## config.mk

```make
export PLATFORM = sky130hd
export DESIGN_NAME = meas_averager
export DESIGN_NICKNAME = d
export VERILOG_FILES = /design/src/rtl/meas_averager.sv
export SDC_FILE = /design/constraint.sdc
export NUM_CORES = 1
export LEC_CHECK = 0
export BUFFER_PORTS_ARGS = -buffer_cell sky130_fd_sc_hd__buf_2
export CAP_MARGIN = 20
export CORE_UTILIZATION = 45
export DETAILED_ROUTE_END_ITERATION = 10
export GPL_ROUTABILITY_DRIVEN = 1
export SKIP_LAST_GASP = 1
export SLEW_MARGIN = 20
export SYNTH_ARGS = -nofsm -noshare
export SYNTH_HDL_FRONTEND = slang
export SYNTH_SLANG_ARGS = --single-unit
export TNS_END_PERCENT = 5
```

## constraint.sdc

```tcl
create_clock -name clk -period 4.6 [get_ports clk]
set_input_delay 0.46 -clock clk [delete_from_list [all_inputs] [get_ports clk]]
set_output_delay 0.46 -clock clk [all_outputs]
set_load 0.05 [all_outputs]
```

## src/rtl/meas_averager.sv

```systemverilog
`default_nettype none
// ============================================================================
//  Module   : meas_averager
//  Purpose  : Averages 2^n amplitude/phase sample pairs from the IQ
//             demodulator. Each measurement first discards a programmable
//             number of settling samples. The averaged result is held for
//             the SPI register map with a level meas_done flag.
//  Revision : 1.0  initial release
// ----------------------------------------------------------------------------
//  Ports
//    clk         in   hs_clk domain clock
//    rst         in   synchronous active-low reset
//    start       in   pulse: begin measurement, latch avg_log2/settle_cnt
//    abort       in   pulse: return to idle without a result
//    avg_log2    in   averaging exponent (clamped to MAX_LOG2)
//    settle_cnt  in   valid samples to discard before accumulating
//    in_valid    in   strobe qualifying in_amp/in_phs
//    in_amp      in   amplitude difference, unsigned
//    in_phs      in   phase difference, two's complement
//    result_ack  in   pulse: clears meas_done
//    busy        out  measurement in progress (settling or accumulating)
//    meas_done   out  result available
//    out_amp     out  averaged amplitude, unsigned
//    out_phs     out  averaged phase, two's complement
//    sample_idx  out  samples accumulated in the current run
// ============================================================================
module meas_averager #(
    parameter int SIG_WIDTH    = 12,
    parameter int MAX_LOG2     = 10,
    parameter int SETTLE_WIDTH = 8
) (
    input  logic                    clk,
    input  logic                    rst,
    input  logic                    start,
    input  logic                    abort,
    input  logic [3:0]              avg_log2,
    input  logic [SETTLE_WIDTH-1:0] settle_cnt,
    input  logic                    in_valid,
    input  logic [SIG_WIDTH-1:0]    in_amp,
    input  logic [SIG_WIDTH-1:0]    in_phs,
    input  logic                    result_ack,
    output logic                    busy,
    output logic                    meas_done,
    output logic [SIG_WIDTH-1:0]    out_amp,
    output logic [SIG_WIDTH-1:0]    out_phs,
    output logic [MAX_LOG2:0]       sample_idx
);

    // Worst case is 2^MAX_LOG2 full-scale samples, so this width cannot wrap.
    localparam int         c_acc_w = SIG_WIDTH + MAX_LOG2;
    localparam logic [3:0] c_max_n = 4'(MAX_LOG2);

    localparam logic [1:0] S_IDLE   = 2'd0;
    localparam logic [1:0] S_SETTLE = 2'd1;
    localparam logic [1:0] S_ACCUM  = 2'd2;
    localparam logic [1:0] S_DONE   = 2'd3;

    logic [1:0]                r_state;
    logic [1:0]                w_state_nxt;
    logic [3:0]                r_n;
    logic [SETTLE_WIDTH-1:0]   r_settle;
    logic [c_acc_w-1:0]        r_acc_amp;
    logic signed [c_acc_w-1:0] r_acc_phs;
    logic [MAX_LOG2:0]         r_sample_idx;
    logic                      r_meas_done;
    logic [SIG_WIDTH-1:0]      r_out_amp;
    logic [SIG_WIDTH-1:0]      r_out_phs;

    logic [3:0]                w_n_clamp;
    logic [MAX_LOG2:0]         w_target;
    logic [MAX_LOG2:0]         w_idx_inc;
    logic                      w_busy;
    logic [c_acc_w-1:0]        w_amp_shift;
    logic signed [c_acc_w-1:0] w_phs_shift;

    assign w_n_clamp   = (avg_log2 > c_max_n) ? c_max_n : avg_log2;
    assign w_target    = {{MAX_LOG2{1'b0}}, 1'b1} << r_n;
    assign w_idx_inc   = r_sample_idx + 1'b1;
    assign w_busy      = (r_state == S_SETTLE) || (r_state == S_ACCUM);
    assign w_amp_shift = r_acc_amp >> r_n;
    // Arithmetic shift rounds toward minus infinity, matching floor division.
    assign w_phs_shift = r_acc_phs >>> r_n;

    // ------------------------------------------------------------------------
    // Next-state logic. abort outranks start, so an abort from idle also
    // swallows a coincident start.
    // ------------------------------------------------------------------------
    always_comb begin
        w_state_nxt = r_state;
        if (abort) begin
            w_state_nxt = S_IDLE;
        end else if (start) begin
            w_state_nxt = (settle_cnt != '0) ? S_SETTLE : S_ACCUM;
        end else begin
            case (r_state)
                S_SETTLE: if (in_valid && (r_settle == SETTLE_WIDTH'(1))) w_state_nxt = S_ACCUM;
                S_ACCUM:  if (in_valid && (w_idx_inc == w_target))         w_state_nxt = S_DONE;
                S_DONE:   w_state_nxt = S_IDLE;
                default:  w_state_nxt = r_state;
            endcase
        end
    end

    always_ff @(posedge clk) begin
        if (!rst) begin
            r_state <= S_IDLE;
        end else begin
            r_state <= w_state_nxt;
        end
    end

    // ------------------------------------------------------------------------
    // Datapath
    // ------------------------------------------------------------------------
    always_ff @(posedge clk) begin
        if (!rst) begin
            r_n          <= '0;
            r_settle     <= '0;
            r_acc_amp    <= '0;
            r_acc_phs    <= '0;
            r_sample_idx <= '0;
            r_meas_done  <= 1'b0;
            r_out_amp    <= '0;
            r_out_phs    <= '0;
        end else begin
            // A completed accumulation is always published; abort and start
            // only affect runs that are still in progress.
            if (r_state == S_DONE) begin
                r_out_amp <= w_amp_shift[SIG_WIDTH-1:0];
                r_out_phs <= w_phs_shift[SIG_WIDTH-1:0];
            end

            // start clears the flag for the new run; otherwise a set in the
            // DONE cycle beats a coincident result_ack.
            if (start && !abort) begin
                r_meas_done <= 1'b0;
            end else if (r_state == S_DONE) begin
                r_meas_done <= 1'b1;
            end else if (result_ack) begin
                r_meas_done <= 1'b0;
            end

            if (!abort) begin
                if (start) begin
                    r_n          <= w_n_clamp;
                    r_settle     <= settle_cnt;
                    r_acc_amp    <= '0;
                    r_acc_phs    <= '0;
                    r_sample_idx <= '0;
                end else if (in_valid && (r_state == S_SETTLE)) begin
                    r_settle <= r_settle - 1'b1;
                end else if (in_valid && (r_state == S_ACCUM)) begin
                    r_acc_amp    <= r_acc_amp + {{MAX_LOG2{1'b0}}, in_amp};
                    r_acc_phs    <= r_acc_phs + $signed({{MAX_LOG2{in_phs[SIG_WIDTH-1]}}, in_phs});
                    r_sample_idx <= w_idx_inc;
                end
            end
        end
    end

    assign busy       = w_busy;
    assign meas_done  = r_meas_done;
    assign out_amp    = r_out_amp;
    assign out_phs    = r_out_phs;
    assign sample_idx = r_sample_idx;

endmodule
`default_nettype wire

```

==> reports/results.ini <==
[drt]
dr.pass1.iters = 5
dr.first_iter.drc_count = 389
route.detailed.wl_per_inst_um = 17.40
drtAntennaViolNets = 0
drc = 0
drt_wl_total_mm = 19.63
route.vias.total = 6579
vias_per_cell = 5.832

[synth]
syn_area_um2 = 7606
postSynth.asyncResetShare = 0
synthTopCellsByArea = dfxtp_1 25%, mux4_2 14%, ha_1 6.6%, mux2i_1 4.9%, nor2b_1 4.5%
synth_cells = 861
yosysSeqAreaShare = 0.2474
synth.top_cell.area_share = 0.2474
avgSynthCellArea_um2 = 8.834
synth_seq_cells = 94
yosysTopAreaCell = dfxtp_1
syn_nets = 945
synth_edf_count = 0
yosys_warnings = 0
synth_ff_type = dfxtp_1
synth_cell_types = 70

[global_route]
grt_pass1_wl_mm = 32.27
grt_overflow = 0
grt_pass1_vias = 6065
grt_util_all_layers = 0.2318
grt_max_degree = 60
antenna_found_initial = 0

[setup_path]
arrival_ns = 3.06
required_ns = 4.88
cp_max_fo = 9
cpMaxStageDelayCell = or4_1
cp-start-kind = flop
cp-end-kind = flop
path_common_cell = a21oi_1
crit_type = reg -> reg
cp_cell_sequence = ha_1 > nand3_1 > o2111ai_1 > nor3_1 > o31ai_1 > a21oi_1 > or4_1 > a21oi_1
max_stage_delay_ns = 0.53

[floorplan]
die_h_um = 132.0
fp.dieW_um = 132.0
coreArea_um2 = 16520
initial_core_util = 0.4603
rows = 47
io_pins = 79
die-area_um2 = 17430

[clock_network]
cts_hold_buf = 0
clock-sinks = 94
cts_root_buffer = clkbuf_16
cts_buffers = 9
clockBufferDepth = 2
cts_tree = done
clk_pin_slew_ns = 0.07
cts_setup_buffers = 0
clk_latency_ns = 0.35
htree_levels = 3
cts_resized = 0

[pwr]
switching_power_mw = 0.5001
swShare = 0.2651
comb_power_share = 0.136
peakVddDrop_mv = 0.1771
p_per_area_nw_per_um2 = 224.2
p_seq_frac = 0.447
p_int_mw = 1.387
leakage_nw = 3.126
totalPowerFinal_mw = 1.887
clkPwrFrac = 0.417

[run]
maxCapViolCount = 0

[placed_design]
placed_cell_area_um2 = 8112
io_buffer_count = 78
post-place-cells = 1112
place_ws_ns = 1.740
place.gp.congestion = 0.8431
hpwl_mm = 14.54

[timing]
fmax_mhz = 358.7
period_share = 0.6061
finalWorstSetupSlack_ns = 1.812
setup_viol = 0
rsz0062_at_grt = no
hold_violations = 0
worst_pin_slew_ns = 0.9178
fin_skew_ns = 0.006679
setup_tns_ns = 0
min_period_ns = 2.788
slew_violations = 0
slew_headroom = 0.3882

[worst_hold_path]
hp-class = in -> reg

[finish]
nets = 987
finish.instance_area_um2 = 8414
instances_no_fill = 1128
area_growth_pct = 10.63
fillerInstances = 1617
n_antenna_cell = 0
drive_gt1_frac = 0.1872

[status]
status = complete, no violations

## layer usage
layer,part of all wire,GRT usage,vias to the layer above
met2,0.43,0.3442,144
li1,-,-,3293
met3,0.039,0.02845,18
met5,0,0,-
met4,0.015,0.07041,0
met1,0.51,0.3481,3124
## layout make-up
type,count,area [um2],share of cell area
timing repair buffer,86,450.4,0.05353
clock inverter,2,38.79,0.004610
multi-input combinational,679,5376,0.6390
tap,220,275.3,0.03271
clock buffer,14,264.0,0.03138
inverter,33,123.9,0.01472
sequential,94,1886,0.2241
## state kept, by name (all words and copies together), names as in the netlist
name        cells
r_acc_amp      22
r_acc_phs      22
out_amp        12
out_phs        12
sample_idx     11
r_settle        8
r_n             4
r_state         2
meas_done       1
## synth_stat cells, types with 15 or more instances
cell type  count
ha_1          40
nor2_1        45
xnor2_1       21
mux2i_1       37
inv_1         31
nor2b_1       55
xor2_1        15
nand2_1       52
o21ai_0       58
nand3_1       16
nor3_1        26
a22oi_1       21
mux4_2        46
dfxtp_1       94
clkbuf_1      36
a21oi_1       58
## power groups by stage
stage / Combinational, mW / Sequential [mW] / Clock, mW
finish: 0.256 / 0.843 / 0.788
detailed placement: 0.256 / 0.861 / 0
floorplan: 0.194 / 0.853 / 0
CTS: 0.257 / 0.843 / 0.805
global route: 0.286 / 0.845 / 0.841
global placement: 0.255 / 0.861 / 0
## per-stage QoR
stage / util / hold slack (ns)
3_5_place_dp: 0.4909 / 0.4674
4_1_cts: 0.5092 / 0.3529
6_report: 0.5092 / 0.3619
3_3_place_gp: 0.4909 / 0.4610
5_1_grt: 0.5092 / 0.3858
2_1_floorplan: - / 0.4622
## cells by family (layout without fill, tap and decap cells)
| group | count (synthesis) | after routing | synth area share |
|---|---|---|---|
| xor gates and xnor gates | 37 | 37 | 0.04442 |
| and+or+nand+nor | 281 | 281 | 0.2030 |
| DFF | 94 | 94 | 0.2474 |
| adders and majority gates | 42 | 42 | 0.07106 |
| muxes | 92 | 92 | 0.1982 |
| buffers and inverters | 88 | 135 | 0.04639 |
| AOI/OAI and AO/OA | 227 | 227 | 0.1895 |
## path summary, 6_finish.rpt
kind / from / endpoint / slack, ns / depth (start not counted)
max: r_acc_amp[3] / r_acc_amp[21] / 1.81 / 8
min: result_ack / meas_done / 0.36 / 3
max reg2reg: r_acc_amp[3] / r_acc_amp[21] / 1.81 / 8
min reg2reg: meas_done / meas_done / 0.47 / 2
## cell usage in the layout (no fill, tap or decap), types with 21 or more instances in the layout
cell type  netlist  final
inv_1           31     31
nor2b_1         55     55
mux4_2          46     46
nand2_1         52     52
o21ai_0         58     58
nor2_1          45     45
nor3_1          26     25
ha_1            40     40
dfxtp_1         94     91
a22oi_1         21     21
buf_2            9     78
xnor2_1         21     21
mux2i_1         37     37
a21oi_1         58     58
## critical path, delay by kind of cell, from the launching register on
family	cells	cell delay, ns
fa+ha+maj	1	0.41
flops	1	0.41
compound gates	4	1.15
simple gates	3	0.73
(Power assumes the default switching activity.)
